--- src/rtl/test_spi_device_pkg.sv ---
`default_nettype none
// ============================================================================
//  Module      : test_spi_device_pkg
//  Description : Shared constants and types for the SPI loopback target.
//  Revision    : 1.0 - initial release
// ============================================================================
package test_spi_device_pkg;

    localparam int SPI_FRAME_BITS = 8;
    localparam int SPI_CNT_W      = $clog2(SPI_FRAME_BITS);

    typedef logic [SPI_FRAME_BITS-1:0] spi_byte_t;
    typedef logic [SPI_CNT_W-1:0]      spi_cnt_t;

    // Byte returned in the first frame after reset.
    localparam spi_byte_t SPI_RESET_TX = 8'h00;

    // Index of the last bit position in a frame.
    localparam spi_cnt_t SPI_LAST_BIT = SPI_CNT_W'(SPI_FRAME_BITS - 1);

endpackage : test_spi_device_pkg
`default_nettype wire

--- src/rtl/test_spi_device_shift_rx.sv ---
`default_nettype none
// ============================================================================
//  Module      : spi_shift_rx
//  Description : Serial-in shift register with free-running frame bit
//                counter. Presents the complete byte (including the bit on
//                the wire now) and a frame-done strobe on the last bit.
//  Revision    : 1.0 - initial release
// ============================================================================
module spi_shift_rx
    import test_spi_device_pkg::*;
(
    input  logic      clk_i,
    input  logic      rst_ni,
    input  logic      bit_i,
    output spi_cnt_t  bit_cnt_o,
    output spi_byte_t byte_o,
    output logic      frame_done_o
);

    spi_cnt_t                  cnt_q, cnt_d;
    logic [SPI_FRAME_BITS-2:0] sh_q,  sh_d;

    // Next-state: shift in the sampled bit, advance the counter (wraps 7 -> 0).
    always_comb begin
        cnt_d = cnt_q + spi_cnt_t'(1);
        sh_d  = {sh_q[SPI_FRAME_BITS-3:0], bit_i};
    end

    // State register; reset discards any partial byte and realigns the frame.
    always_ff @(posedge clk_i) begin
        if (!rst_ni) begin
            cnt_q <= '0;
            sh_q  <= '0;
        end else begin
            cnt_q <= cnt_d;
            sh_q  <= sh_d;
        end
    end

    assign bit_cnt_o    = cnt_q;
    // On the last bit of a frame the bit on the wire completes the byte.
    assign byte_o       = {sh_q, bit_i};
    assign frame_done_o = (cnt_q == SPI_LAST_BIT);

endmodule : spi_shift_rx
`default_nettype wire

--- config.mk ---
export PLATFORM = sky130hd
export DESIGN_NAME = spi_shift_rx
export DESIGN_NICKNAME = d
export VERILOG_FILES = /design/src/rtl/test_spi_device_pkg.sv /design/src/rtl/test_spi_device_shift_rx.sv
export SDC_FILE = /design/constraint.sdc
export NUM_CORES = 1
export LEC_CHECK = 0
export CAP_MARGIN = 20
export CORE_AREA = 3 3 40 42
export CTS_CLUSTER_DIAMETER = 60
export CTS_CLUSTER_SIZE = 25
export DETAILED_ROUTE_END_ITERATION = 16
export DIE_AREA = 0 0 43 45
export PLACE_DENSITY_LB_ADDON = 0.08
export SYNTH_ARGS = -nofsm -noshare
export SYNTH_HDL_FRONTEND = slang
export SYNTH_SLANG_ARGS = --single-unit
--- constraint.sdc ---
create_clock -name clk_i -period 1.5 [get_ports clk_i]
set_input_delay 0.225 -clock clk_i [delete_from_list [all_inputs] [get_ports clk_i]]
set_output_delay 0.225 -clock clk_i [all_outputs]
set_load 0.01 [all_outputs]
* Word-level counts from Yosys, hierarchy flattened
Index checks and enable logic that the tools add are counted.
** Cells by class
- Add/subtract/negate cells :: 1
- Equal/unequal tests :: 1
** Operator list (number)
- $add 3x1->3 const B :: 1
- $eq 3x3->1 const B :: 1
** Word-level totals
- Flip-flop bits (word level) :: 10
- Input port bits :: 3
- Word-level logic and storage cells :: 4

* Longest topological paths before layout
Gate-level depths: netlist (run 1).
- Word-level depth :: 1
- Gate-level depth with buffers :: 3
- Gate-level depth less buffers :: 3

* Worst setup path after synthesis (run 1)
Ideal clock, no wire load.
- Path kind :: register -> register
- From :: reg cnt_q[0], in the netlist bit_cnt_o[0]
- To :: reg cnt_q[2], in the netlist bit_cnt_o[2]
- Data required time :: 1384 ps
- Path slack :: 433 ps
- Arrival :: 951 ps
- Cell stages (with the launch flop) :: 4
- Path buffers :: 0
- Clock period less this slack :: 1067 ps
- Cells stage by stage :: dfxtp_1 > ha_1 > ha_1 > and2_2
** Between the ends
- Longest elaborated chain between the ends :: 1
** RTL lines
- start, declared :: RTL line test_spi_device_shift_rx.sv:20 : spi_cnt_t cnt_q, cnt_d;
- start signal, assigned :: RTL line test_spi_device_shift_rx.sv:35 : cnt_q <= cnt_d;
- $add 3x1->3 :: RTL line test_spi_device_shift_rx.sv:25 : cnt_d = cnt_q + spi_cnt_t'(1);
- named net cnt_d[2] :: RTL line test_spi_device_shift_rx.sv:20
The timed path passes the listed nets, and every way through them passes these cells.
A chain may end at the register's enable or synchronous reset.

* Final worst setup path (run 1)
- From :: in bit_i
- To :: out byte_o[0]
** RTL lines
- start, declared :: RTL line test_spi_device_shift_rx.sv:14 : input logic bit_i,
- end, declared :: RTL line test_spi_device_shift_rx.sv:16 : output spi_byte_t byte_o,
No word-level cell between the ends.

==> results of run 1 <==
==> layer usage <==
layer / global-route usage [%] / share of wire [%]
met2: 8.982 / 47
met3: 3.187 / 11
met4: 9.036 / 0
met1: 7.108 / 42
met5: 0 / 0
==> power breakdown <==
group	internal [mW]	total, mW	switching [mW]
combinational	0.0337	0.0510	0.0174
sequential	0.277	0.282	0.00570
clock	0.147	0.239	0.0913
==> state kept, by name (all words and copies together), names as in the netlist <==
| register | flops |
|---|---|
| sh_q | 7 |
| bit_cnt_o | 3 |
==> how the worst min path moves through the flow <==
stage                          to     from
final                     sh_q[4]  sh_q[3]
after global routing      sh_q[2]  sh_q[1]
after CTS                 sh_q[4]  sh_q[3]
after detailed placement  sh_q[4]  sh_q[3]
after global placement    sh_q[4]  sh_q[3]
after floorplan           sh_q[0]   rst_ni
==> cell type report <==
| type | instances | area [sq um] | area share (%) |
|---|---|---|---|
| Tap cell | 15 | 18.77 | 3.769 |
| Sequential cell | 10 | 201.4 | 40.45 |
| Clock buffer | 4 | 36.28 | 7.286 |
| Multi-Input combinational cell | 12 | 101.3 | 20.35 |
| Timing Repair Buffer | 14 | 140.1 | 28.14 |
==> per-stage QoR <==
stage,util [%],setup WS [ps],cell area (sq um),hold WS [ps]
2_1_floorplan,-,433.1,309.0,361.2
3_3_place_gp,35.83,47.96,460.4,452.2
3_5_place_dp,35.83,48.70,460.4,457.0
4_1_cts,38.66,22.34,496.7,473.9
5_1_grt,38.75,11.11,498.0,504.2
6_report,38.75,43.16,498.0,471.5
==> placed cells by master (no fill, tap or decap) <==
cell type | netlist | layout
ha_1 | 2 | 2
dfxtp_1 | 10 | 9
dfxtp_2 | 0 | 1
clkbuf_8 | 0 | 1
clkbuf_4 | 0 | 3
clkdlybuf4s50_1 | 0 | 13
clkdlybuf4s15_1 | 0 | 1
and2_2 | 9 | 9
and2b_2 | 1 | 1
==> cell families (layout without fill, tap and decap cells) <==
logic type    after synthesis  in the layout  share of synthesized area [%]
flops                      10             10                          64.78
simple gates               10             10                          24.70
fa+ha+maj                   2              2                          8.096
buf+inv                     1             18                          2.430
==> timing repair <==
action / in CTS / in global routing
resized for setup: 2 / 1
gates cloned: 0 / 0
setup buffers: 0 / 0
setup endpoints to repair: 1 / 1
==> reports/summary.txt, run 1 <==
outcome = completed
site row count = 13
Crit. path cell count = 2
number of top-level pins = 15
Critical Path RT = 1270 ps
peak supply drop = 0.4224 mV
top cells by area, synth = dfxtp_1, and2_2, ha_1, and2b_2, buf_4
post-cts hold buffer count = 0
Final setup viols = 0
dominant synthesized flop cell = dfxtp_1
Max Fanout on Critical Path = 2
initial cell density of the core = 24.05%
Fillers = 136
Layout Area Growth over Synthesis = 61.13%
non-filler cells, final = 55
CP Class = in2out
Final Power = 0.5720 mW
final hold vios = 0
f_max = 686.4 MHz
min-delay worst type = reg2reg
setup TNS = 0 ps
Post-synth EDFFs = 0
Slew Limit Fails = 0
Worst-path clk slew = 70 ps
Power per Cell Area = 1149 mW/mm^2
TritonCTS clock tree = built
ant diodes = 0
RSZ-0062 raised after global routing = false
DRC viols = 0
proportion of layout cells with a drive suffix above 1 = 37.50%
reg2reg end = bit_cnt_o[2]
clock tree buffer depth = 2
commonest cells in the netlist = dfxtp_1, and2_2, ha_1
die area = 0.001935 sq mm
CTS H-tree lvls = 1
worst slew pin tran = 244.2 ps
reg-to-reg slack, setup = 440 ps
routed vias/inst = 3.564
clk root buf = clkbuf_4
Setup Skew = 2.888 ps
vias in the first global route = 209
GR Overflow Total = 0
post-synthesis sequential area ratio = 64.78%
Yosys top cell by area = dfxtp_1
cell family with most CP delay = buffers and inverters
cell depth of the worst flop-to-flop path = 3
share of the synthesized area in the top cell type = 64.78%
Setup crit end = byte_o[0]
Reg-to-Reg Start = bit_cnt_o[0]
via count = 196
DRT antenna net count = 0
routed length per instance = 9.818 um
antenna violations before repair = 0
Total GRT Usage = 6.868%
crit path buf inv count = 2
RD Place Congestion = 0.5855
leakage = 0.2120 nW
#FFs+latches synth = 10
initial drt markers = 0
Worst Setup End Kind = primary output
Post-Syn Area = 309.0 sq um
clock sink count = 10
Hold Path Stages = 1
First-pass DRT Iterations = 1
distinct cell type count after synthesis = 5
CTS Buf Count = 3
Die X = 43 um
core area = 0.001285 sq mm
dominant cell by count in the synthesized netlist = dfxtp_1
Worst path max stage delay = 540 ps
Post-Synthesis Cells = 23
Final #Nets = 46
first-pass GRT wire length = 876 um
final wirelength = 540 um
Critical Path Start = bit_i
Top cell by count, worst path = clkdlybuf4s50_1
Critical-path top delay cell = clkdlybuf4s50_1
Slew HR = 83.67%
placed insts = 51
min Tclk post-route = 1457 ps
largest net degree at the start of global routing = 11
maxcap violations = 0
period utilisation layout = 97.12%
IO buf count = 14
Syn Nets = 28
worst path arrival time = 1230 ps
critical path, cell by cell = clkdlybuf4s50_1 > clkdlybuf4s50_1
Synth async-reset ratio = 0%
Syn. warnings = 0
startpoint types = input port
Clock Latency Late Sink = 260 ps
Die Ht = 45 um
syn_area_per_cell = 13.44 sq um
Power figures use the tool's default switching activity.
==> inputs of run 2 (changes only) <==
CAP_MARGIN = 5   (was 20)
==> results of run 2 <==
Same layout as run 1: the final DEF is identical, and so are final timing and power.
